File: src/rtl/rr_arbiter_16.sv
// rtl/rr_arbiter_16.sv - registered 16-way round-robin arbiter with one-hot grant and valid/ready hold
module rr_arbiter_16 #(
  parameter int N  = 16,
  parameter int PW = 4
) (
  input  logic         clk,
  input  logic         rst,
  input  logic [N-1:0] req,
  input  logic         grant_ready,
  output logic         grant_valid,
  output logic [N-1:0] grant_onehot,
  output logic         grant_busy
);

  typedef enum logic {
    S_IDLE  = 1'b0,
    S_GRANT = 1'b1
  } state_t;

  state_t          r_state;
  state_t          w_state_nxt;
  logic [N-1:0]    r_grant;
  logic [N-1:0]    w_grant_nxt;
  logic [PW-1:0]   r_ptr;
  logic [PW-1:0]   w_ptr_nxt;

  logic [PW-1:0]   w_win_idx;
  logic [PW-1:0]   w_acc_ptr;
  logic            w_accept;
  logic [PW-1:0]   w_search_ptr;
  logic [N-1:0]    w_rot;
  logic [N-1:0]    w_sel;
  logic [N-1:0]    w_win;

  // Index of the currently held grant; r_grant is one-hot or zero so OR-ing indices is exact.
  always_comb begin
    w_win_idx = '0;
    for (int i = 0; i < N; i++) begin
      if (r_grant[i]) begin
        w_win_idx = w_win_idx | PW'(i);
      end
    end
  end

  // On accept the search restarts just past the winner, so a back-to-back grant uses the new pointer.
  assign w_accept     = (r_state == S_GRANT) && grant_ready;
  assign w_acc_ptr    = w_win_idx + PW'(1);
  assign w_search_ptr = w_accept ? w_acc_ptr : r_ptr;

  // Rotate requests so the search pointer lands at bit 0; pointer arithmetic wraps mod N on PW bits.
  always_comb begin
    w_rot = '0;
    for (int i = 0; i < N; i++) begin
      logic [PW-1:0] idx;
      idx      = PW'(i) + w_search_ptr;
      w_rot[i] = req[idx];
    end
  end

  // Isolate the lowest set bit of the rotated vector: a single winner by construction.
  assign w_sel = w_rot & (~w_rot + N'(1));

  // Rotate the selected bit back into requester numbering.
  always_comb begin
    w_win = '0;
    for (int i = 0; i < N; i++) begin
      logic [PW-1:0] idx;
      idx        = PW'(i) + w_search_ptr;
      w_win[idx] = w_sel[i];
    end
  end

  // Next-state, next-grant and pointer update; a held grant ignores req until accepted.
  always_comb begin
    w_state_nxt = r_state;
    w_grant_nxt = r_grant;
    w_ptr_nxt   = r_ptr;
    case (r_state)
      S_IDLE: begin
        if (|req) begin
          w_grant_nxt = w_win;
          w_state_nxt = S_GRANT;
        end else begin
          w_grant_nxt = '0;
        end
      end
      S_GRANT: begin
        if (grant_ready) begin
          w_ptr_nxt = w_acc_ptr;
          if (|req) begin
            w_grant_nxt = w_win;
          end else begin
            w_grant_nxt = '0;
            w_state_nxt = S_IDLE;
          end
        end
      end
      default: begin
        w_state_nxt = S_IDLE;
        w_grant_nxt = '0;
      end
    endcase
  end

  // State, grant and pointer registers; reset drops any pending grant at once.
  always_ff @(posedge clk or posedge rst) begin
    if (rst) begin
      r_state <= S_IDLE;
      r_grant <= '0;
      r_ptr   <= '0;
    end else begin
      r_state <= w_state_nxt;
      r_grant <= w_grant_nxt;
      r_ptr   <= w_ptr_nxt;
    end
  end

  assign grant_valid  = (r_state == S_GRANT);
  assign grant_onehot = r_grant;
  assign grant_busy   = grant_valid && !grant_ready;

endmodule

File: config.mk
export PLATFORM = sky130hd
export DESIGN_NAME = rr_arbiter_16
export DESIGN_NICKNAME = d
export VERILOG_FILES = /design/src/rtl/rr_arbiter_16.sv
export SDC_FILE = /design/constraint.sdc
export NUM_CORES = 1
export LEC_CHECK = 0
export CORE_ASPECT_RATIO = 1.4
export CORE_MARGIN = 5
export CORE_UTILIZATION = 35
export CTS_CLUSTER_DIAMETER = 40
export DETAILED_ROUTE_END_ITERATION = 8
export GPL_ROUTABILITY_DRIVEN = 0
export PLACE_DENSITY = 0.48
export SLEW_MARGIN = 15
export SYNTH_ARGS = -nofsm -noshare
export SYNTH_HDL_FRONTEND = slang
export SYNTH_SLANG_ARGS = --single-unit
export TNS_END_PERCENT = 5
File: constraint.sdc
create_clock -name clk -period 14.15 [get_ports clk]
set_clock_uncertainty 0.05 [all_clocks]
set_input_delay 2.1225 -clock clk [delete_from_list [all_inputs] [get_ports clk]]
set_output_delay 2.1225 -clock clk [all_outputs]
set_load 0.1 [all_outputs]
==> metrics.csv, run 1 <==
stage,metric,value,unit
worst_setup_path,Crit Path Max Fanout,26,
worst_setup_path,CP Cell Sequence,clkdlybuf4s50_1 -> a21bo_2 -> and2_1 -> inv_2 -> ha_1 -> buf_4 -> inv_1 -> a31oi_2 -> a211oi_1 -> or2_0 -> mux4_2 -> nand4bb_1 -> nor3_4 -> nand4_1 -> nor3b_1 -> a2111oi_0 -> a21oi_1 -> a211oi_1,
route,routed len/inst,30.3,microns
worst_setup_path,Worst Setup Start Kind,input port,
clock_network,hold-fix buffers at CTS,0,
timing,Final TNS setup,0,ns
route,initial drt markers,1536,
worst_setup_path,WP data required,14.28,ns
worst_setup_path,critical path class,input port to flip-flop,
floorplan,die height,171,microns
clock_network,Root Buffer,clkbuf_16,
synthesis,post-synthesis compound-gate area fraction,0.345,
placed_design,PortBufs,36,
floorplan,initial cell density of the core,0.353,
run,count of maximum capacitance violations,0,
route,drt pass-1 iters,6,
worst_setup_path,Worst EP arrival,8.82,ns
clock_network,TritonCTS Sinks,21,
synthesis,Ys Warns,0,
synthesis,Synth Area in Simple Gates,0.391,
floorplan,Die W,125,microns
synthesis,Synth Cell Area,6510,sq um
clock_network,PostCTS Resize Cnt,0,
worst_setup_path,CP endpoint kind,flip-flop,
global_route,All-Layer GR Usage,0.339,
clock_network,CTS tree,yes,
worst_setup_path,"Top cell by count, worst path",a211oi_1,
synthesis,main combinational cell family by area after synthesis,simple AND/OR/NAND/NOR gates,
synthesis,Cells after Synth,992,
worst_setup_path,"slowest stage delay, CP",0.89,ns
route,Vias/cell,7.38,
clock_network,Clock Pin Slew Worst Setup and Hold Paths,0.07,ns
synthesis,multiplexer area fraction after synthesis,0.0960,
clock_network,clock buffer depth,2,
worst_setup_path,slowest library cell on the worst path,nand4_1,
cells_and_area,P&R area growth vs syn,10.6,%
route,Post-Route WL,37600,microns
synthesis,ys flop type,dfrtp_1,
cells_and_area,"most common cell after layout, fill and taps aside",nand2_1,
clock_network,Skew-Pair Late Insertion Delay,0.27,ns
route,"antenna viol nets, final",0,
clock_network,H-tree levels,1,
timing,fin crit share,0.614,
worst_setup_path,"reg-to-reg slack, setup",6.13,ns
global_route,initial antenna violation count,0,
cells_and_area,layout cells sized above 1,0.0855,
synthesis,"EDFF count, synth",0,
timing,worst-margin pin slew,1.17,ns
timing,Final setup viols,0,
floorplan,DIE AREA,21500,sq um
timing,Max-slew headroom,0.216,
floorplan,I/O Pins,37,
synthesis,post-synthesis async set-or-reset flop share,1.00,
synthesis,Synth Net Count,1026,
cells_and_area,final design utilization,0.390,
floorplan,Row Count,59,
run_status,status,"complete, no violations",
synthesis,XOR/XNOR share of the synthesized area,0.0119,
synthesis,syn avg cell area,6.57,sq um
timing,f_max,115,MHz
global_route,Congestion Overflow GR,0,
worst_hold_path,Min-Delay Path Class,flip-flop to flip-flop,
synthesis,adder-cell area share of the yosys netlist,0.0288,
timing,Final Max Slew Viols,0,
timing,Tmin final,8.69,ns
floorplan,core area,18500,sq um
placed_design,Detail Placement HPWL,27000,microns
cells_and_area,fin nets,1029,
cells_and_area,ANT cells,0,
clock_network,Post-CTS Setup Repair Bufs,0,
global_route,pin count of the biggest net entering global routing,33,
synthesis,"Seq/Total Area, Yosys",0.0807,
route,# DRC,0,
synthesis,unique cell type count in the Yosys netlist,87,
cells_and_area,most frequent cells in the layout,"138 x nand2_1, 129 x nor2_1, 71 x nand3_1",
global_route,vias in the first global route,8977,
cells_and_area,Final Instance Area,7210,sq um
timing,final hold vios,0,
clock_network,Inserted Clock Buffers,3,
timing,unrepaired setup endpoints after global routing,false,
placed_design,Placed Area,7130,sq um
route,Vias,9131,
global_route,first-pass GRT wire length,55500,microns
synthesis,Seq cells post-synth,21,
-- cell families after synthesis --
| kind of cell | Yosys count |
|---|---|
| compound gates | 321 |
| xor+xnor | 8 |
| fa+ha+maj | 15 |
| buf+inv | 76 |
| flops | 21 |
| mux | 42 |
| simple gates | 509 |
-- routing by layer --
layer | vias up | share of wire | wire (microns) | global-route usage
met5 | - | 0 | 0 | 0
met4 | 0 | 0.11 | 4000 | 0.275
met3 | 258 | 0.097 | 3660 | 0.0727
met2 | 692 | 0.45 | 16700 | 0.558
met1 | 4330 | 0.35 | 13200 | 0.377
li1 | 3851 | - | - | -
-- per-stage QoR --
step | std cells | worst slack (ns) | hold slack, ns
final | 1238 | 5.46 | 0.529
after global routing | 1238 | 5.08 | 0.560
after CTS | 1238 | 5.61 | 0.541
after detailed placement | 1234 | 5.31 | 0.523
after global placement | 1234 | 5.33 | 0.507
after floorplan | 992 | 7.61 | 0.727
-- synthesized netlist by cell type (12+ instances only) --
library cell | number | area (sq um)
nand2_1 | 138 | 518
nor2_1 | 129 | 484
nand3_1 | 71 | 355
a21oi_1 | 60 | 300
o21ai_0 | 53 | 265
clkbuf_1 | 50 | 188
a211oi_1 | 43 | 323
nor3_1 | 42 | 210
mux2i_1 | 22 | 220
dfrtp_1 | 21 | 526
nor4_1 | 21 | 131
a22oi_1 | 19 | 143
a31oi_1 | 18 | 113
and2_1 | 15 | 93.8
ha_1 | 15 | 188
mux4_2 | 15 | 338
nand4_1 | 15 | 93.8
o211ai_1 | 14 | 105
or4_1 | 12 | 90.1
-- worst paths after layout --
| check | startpoint | endpoint | cells past startpoint |
|---|---|---|---|
| max | grant_ready | grant_onehot[13]$_DFFE_PP0N_ | 18 |
| min | grant_onehot[11]$_DFFE_PP0N_ | grant_onehot[11]$_DFFE_PP0N_ | 2 |
| max reg2reg | grant_onehot[10]$_DFFE_PP0N_ | grant_onehot[13]$_DFFE_PP0N_ | 20 |
| min reg2reg | grant_onehot[11]$_DFFE_PP0N_ | grant_onehot[11]$_DFFE_PP0N_ | 2 |
| max in group asynchronous | rst | grant_onehot[3]$_DFFE_PP0N_ | 2 |
| min in group asynchronous | rst | grant_onehot[1]$_DFFE_PP0N_ | 2 |
-- registers in the layout, summed over array words and instances, names as in the netlist --
signal and flops:
r_ptr 4, grant_valid 1, grant_onehot 16
-- area by class of cell --
type / instances / area [sq um]
inverter: 15 / 58.8
multi-input combinational: 895 / 5700
timing repair buffer: 59 / 533
clock buffer: 4 / 78.8
fill: 2036 / 11200
sequential: 21 / 526
tap: 244 / 305
-- worst max-delay path, delay by kind of cell --
family,cells,cell delay [ns]
AOI/OAI and AO/OA,6,1.93
adders and majority gates,1,0.20
buffers and inverters,4,1.28
muxes,1,0.55
and+or+nand+nor,6,2.70
Power of run 1 is left out: the tool's default activity adds up to more than one toggle a clock period on the data nets, which glitch-free logic cannot reach.
==> run 2, diff against run 1 <==
- clock period: 14.15 -> 8.2 ns (I/O delays scaled with it)
==> metrics.csv, run 2 (same netlist as run 1, synthesis figures left out) <==
stage,metric,value,unit,change
run_status,status,"complete, no violations",,unchanged
timing,Final setup viols,0,,unchanged
clock_network,Inserted Clock Buffers,3,,unchanged
worst_hold_path,Min-Delay Path Class,flip-flop to flip-flop,,unchanged
clock_network,Skew-Pair Late Insertion Delay,0.28,ns,was 0.27 ns
placed_design,pre-CTS WS,0.924,ns,was 5.31 ns
global_route,Congestion Overflow GR,0,,unchanged
cells_and_area,"most common cell after layout, fill and taps aside",nand2_1,,unchanged
cells_and_area,most frequent cells in the layout,"138 x nand2_1, 129 x nor2_1, 71 x nand3_1",,unchanged
cells_and_area,ANT cells,0,,unchanged
worst_setup_path,CP endpoint kind,flip-flop,,unchanged
clock_network,CTS tree,yes,,unchanged
timing,Final Max Slew Viols,0,,unchanged
route,Vias/cell,7.31,,was 7.38
floorplan,Row Count,59,,unchanged
clock_network,hold-fix buffers at CTS,0,,unchanged
route,"antenna viol nets, final",0,,unchanged
timing,worst-margin pin slew,1.12,ns,was 1.17 ns
worst_setup_path,critical path class,input port to flip-flop,,unchanged
floorplan,I/O Pins,37,,unchanged
timing,unrepaired setup endpoints after global routing,false,,unchanged
cells_and_area,layout cells sized above 1,0.0955,,was 0.0855
global_route,vias in the first global route,8860,,was 8977
route,drt pass-1 iters,6,,unchanged
timing,Tmin final,7.22,ns,
global_route,All-Layer GR Usage,0.340,,was 0.339
global_route,first-pass GRT wire length,55900,microns,was 55500 microns
worst_setup_path,Crit Path Max Fanout,13,,was 26
global_route,initial antenna violation count,0,,unchanged
clock_network,Clock Pin Slew Worst Setup and Hold Paths,0.08,ns,was 0.07 ns
clock_network,clock buffer depth,2,,unchanged
timing,f_max,139,MHz,
cells_and_area,max reg flops,16,,unchanged
timing,final hold vios,0,,unchanged
route,routed len/inst,30.3,microns,about the same
worst_setup_path,Worst Setup Start Kind,input port,,unchanged
worst_setup_path,Worst R2R Start,grant_onehot[10]$_DFFE_PP0N_,,unchanged
timing,Max-slew headroom,0.245,,was 0.216
placed_design,Detail Placement HPWL,27600,microns,was 27000 microns
route,# DRC,0,,unchanged
cells_and_area,Fillers,2031,,was 2036
floorplan,die height,171,microns,unchanged
clock_network,Root Buffer,clkbuf_16,,unchanged
worst_setup_path,Worst EP arrival,7.37,ns,was 8.82 ns
route,initial drt markers,1410,,was 1536
clock_network,PostCTS Resize Cnt,0,,unchanged
worst_setup_path,WP data required,8.35,ns,was 14.28 ns
timing,post-route worst setup slack,0.980,ns,was 5.46 ns
route,Vias,9125,,was 9131
floorplan,Die W,125,microns,unchanged
clock_network,TritonCTS Sinks,21,,unchanged
timing,Final TNS setup,0,ns,unchanged
cells_and_area,fin nets,1040,,was 1029
run,count of maximum capacitance violations,0,,unchanged
timing,fin crit share,0.880,,
clock_network,H-tree levels,1,,unchanged
floorplan,DIE AREA,21500,sq um,unchanged
worst_setup_path,crit path from,grant_ready,,unchanged
placed_design,PortBufs,36,,unchanged
clock_network,Post-CTS Setup Repair Bufs,0,,unchanged
global_route,pin count of the biggest net entering global routing,33,,unchanged
route,Post-Route WL,37800,microns,was 37600 microns
worst_hold_path,Hold Startpoint,grant_onehot[0]$_DFFE_PP0N_,,was grant_onehot[11]$_DFFE_PP0N_
cells_and_area,P&R area growth vs syn,11.9,%,was 10.6%
floorplan,initial cell density of the core,0.353,,unchanged
floorplan,core area,18500,sq um,unchanged
==> run 2: worst paths after layout <==
path | endpoint | slack [ns] | cells after the start
setup / recovery | grant_onehot[7]$_DFFE_PP0N_ | 0.98 | 17
hold / removal | grant_onehot[0]$_DFFE_PP0N_ | 0.48 | 2
setup reg to reg | grant_onehot[13]$_DFFE_PP0N_ | 1.01 | 19
hold reg to reg | grant_onehot[0]$_DFFE_PP0N_ | 0.48 | 2
max in group asynchronous | grant_onehot[12]$_DFFE_PP0N_ | 6.06 | 2
min in group asynchronous | grant_onehot[5]$_DFFE_PP0N_ | 1.43 | 2
==> run 2: stage by stage <==
stage               utilization  instances  hold WS, ns  cell area (sq um)
floorplan                     -        992        0.727               6520
finish                    0.395       1249        0.483               7290
detailed placement        0.391       1245        0.472               7210
CTS                       0.395       1249        0.487               7290
global placement          0.391       1245        0.472               7210
global route              0.395       1249        0.499               7290
==> run 2: cell type report <==
class / count / area (sq um) / share of cell area
clock buffers: 4 / 78.8 / 0.0108
inverters: 15 / 58.8 / 0.00807
multi-input cells: 895 / 5700 / 0.783
flip-flops and latches: 21 / 526 / 0.0721
well taps: 244 / 305 / 0.0419
repair buffers: 70 / 616 / 0.0845
==> run 2: critical path: stages <==
cell and delay, ns:
clkdlybuf4s50_1 0.58, nand2_1 0.30, and2_1 0.33, nor3_4 0.61, ha_1 0.37, inv_1 0.24, mux4_2 0.47, nand3_1 0.12
mux4_2 0.59, nor4b_2 0.55, nand3_1 0.68, buf_4 0.42, o221ai_1 0.18, a21o_1 0.15, o21ai_0 0.07, a221o_1 0.31
a31oi_1 0.17
==> run 2: metal layers <==
| layer | track usage | vias to the layer above | routed length [microns] |
|---|---|---|---|
| met5 | 0 | - | 0 |
| met4 | 0.283 | 0 | 3880 |
| met3 | 0.0826 | 250 | 3860 |
| met2 | 0.571 | 652 | 17400 |
| met1 | 0.362 | 4328 | 12700 |
| li1 | - | 3895 | - |
Power of run 2 is left out for the same reason.
==> run 3, diff against run 2 <==
- CORE_ASPECT_RATIO: 1.4 -> 1.2
==> metrics.csv, run 3 (same netlist as run 1, synthesis figures left out) <==
stage,metric,value,unit,change
timing,fin crit share,0.871,,was 0.880
placed_design,Detail Placement HPWL,26300,microns,was 27600 microns
worst_hold_path,hold depth,2,,unchanged
placed_design,Placed Area,7210,sq um,about the same
global_route,All-Layer GR Usage,0.327,,was 0.340
clock_network,Inserted Clock Buffers,3,,unchanged
cells_and_area,fin nets,1045,,was 1040
worst_setup_path,"reg-to-reg slack, setup",1.15,ns,was 1.01 ns
timing,f_max,140,MHz,was 139 MHz
timing,unrepaired setup endpoints after global routing,false,,unchanged
worst_hold_path,Min-Delay Path Class,flip-flop to flip-flop,,unchanged
worst_setup_path,critical path class,input port to flip-flop,,unchanged
worst_setup_path,Crit Path Max Fanout,18,,was 13
clock_network,Clock Pin Slew Worst Setup and Hold Paths,0.07,ns,was 0.08 ns
global_route,vias in the first global route,8586,,was 8860
global_route,Congestion Overflow GR,0,,unchanged
worst_setup_path,worst reg2reg path depth,19,,unchanged
timing,Final setup viols,0,,unchanged
clock_network,PostCTS Resize Cnt,0,,unchanged
floorplan,DIE AREA,21500,sq um,about the same
cells_and_area,final design utilization,0.400,,was 0.395
clock_network,Skew-Pair Late Insertion Delay,0.28,ns,about the same
timing,Tmin final,7.14,ns,was 7.22 ns
clock_network,hold-fix buffers at CTS,0,,unchanged
cells_and_area,layout cells sized above 1,0.100,,was 0.0955
floorplan,initial cell density of the core,0.357,,was 0.353
clock_network,CTS tree,yes,,unchanged
floorplan,core area,18200,sq um,was 18500 sq um
worst_hold_path,Hold Startpoint,grant_onehot[0]$_DFFE_PP0N_,,unchanged
run,count of maximum capacitance violations,0,,unchanged
timing,Final TNS setup,0,ns,unchanged
worst_setup_path,CP endpoint kind,flip-flop,,unchanged
worst_setup_path,Worst EP arrival,7.28,ns,was 7.37 ns
route,Vias/cell,7.29,,was 7.31
cells_and_area,"most common cell after layout, fill and taps aside",nand2_1,,unchanged
global_route,first-pass GRT wire length,53900,microns,was 55900 microns
route,Vias,9002,,was 9125
route,Post-Route WL,36400,microns,was 37800 microns
worst_setup_path,Worst Setup Start Kind,input port,,unchanged
clock_network,Root Buffer,clkbuf_16,,unchanged
route,"antenna viol nets, final",0,,unchanged
run_status,status,"complete, no violations",,unchanged
cells_and_area,max reg flops,16,,unchanged
cells_and_area,most frequent cells in the layout,"138 x nand2_1, 129 x nor2_1, 71 x nand3_1",,unchanged
worst_setup_path,crit path from,grant_ready,,unchanged
cells_and_area,Final Instance Area,7290,sq um,about the same
clock_network,Post-CTS Setup Repair Bufs,0,,unchanged
clock_network,TritonCTS Sinks,21,,unchanged
floorplan,I/O Pins,37,,unchanged
placed_design,PortBufs,36,,unchanged
timing,Final Max Slew Viols,0,,unchanged
cells_and_area,ANT cells,0,,unchanged
floorplan,Row Count,54,,was 59
worst_setup_path,Crit Reg-Reg Endpoint,grant_onehot[12]$_DFFE_PP0N_,,was grant_onehot[13]$_DFFE_PP0N_
clock_network,H-tree levels,1,,unchanged
floorplan,die height,159,microns,was 171 microns
global_route,pin count of the biggest net entering global routing,33,,unchanged
timing,Max-slew headroom,0.263,,was 0.245
route,initial drt markers,1422,,was 1410
cells_and_area,P&R area growth vs syn,12.0,%,was 11.9%
floorplan,Die W,135,microns,was 125 microns
clock_network,clock buffer depth,2,,unchanged
timing,final hold vios,0,,unchanged
global_route,initial antenna violation count,0,,unchanged
route,routed len/inst,29.5,microns,was 30.3 microns
worst_hold_path,Hold Path End,grant_onehot[0]$_DFFE_PP0N_,,unchanged
route,# DRC,0,,unchanged
worst_setup_path,WP data required,8.34,ns,was 8.35 ns
timing,worst-margin pin slew,1.10,ns,was 1.12 ns
route,drt pass-1 iters,6,,unchanged
worst_setup_path,Worst R2R Start,grant_onehot[10]$_DFFE_PP0N_,,unchanged
## run 3: layout make-up
cell class              count  area (sq um)
clock inverters             1          5.00
multi-input cells         895          5700
clock buffers               3          75.1
flip-flops and latches     21           526
repair buffers             75           653
fillers                  2018         10900
inverters                  15          58.8
well taps                 224           280
## run 3: per-stage QoR
stage	setup WS [ns]	instances	hold slack (ns)
after floorplan	2.20	992	0.727
after global placement	1.07	1230	0.487
after detailed placement	1.04	1230	0.480
after CTS	1.31	1234	0.502
after global routing	0.790	1234	0.540
final	1.06	1234	0.497
## run 3: per-layer routing
layer / global-route usage / wire (microns) / vias up
met4: 0.221 / 3230 / 0
met1: 0.403 / 13200 / 4173
met2: 0.514 / 15900 / 723
met3: 0.0597 / 4090 / 214
li1: - / - / 3892
met5: 0 / 0 / -
## run 3: how the worst max path moves through the flow
stage                              endpoint  slack, ns  cells after the start
2_1_floorplan  grant_onehot[10]$_DFFE_PP0N_       2.20                     22
3_3_place_gp   grant_onehot[14]$_DFFE_PP0N_       1.07                     17
3_5_place_dp   grant_onehot[12]$_DFFE_PP0N_       1.04                     18
4_1_cts        grant_onehot[12]$_DFFE_PP0N_       1.31                     18
5_1_grt        grant_onehot[12]$_DFFE_PP0N_       0.79                     18
6_report       grant_onehot[12]$_DFFE_PP0N_       1.06                     18
## run 3: critical path: stages
cell             delay, ns
clkdlybuf4s50_1       0.57
nand2_1               0.29
and2_1                0.33
nor3_4                0.19
buf_4                 0.26
ha_1                  0.27
buf_4                 0.22
inv_1                 0.27
mux4_2                0.48
nand3_1               0.10
mux4_2                0.58
nand4b_4              0.28
nor3_4                0.38
nand4_1               0.57
buf_4                 0.41
a2111oi_0             0.47
o21ai_0               0.16
o21ai_0               0.17
Power of run 3 is left out for the same reason.
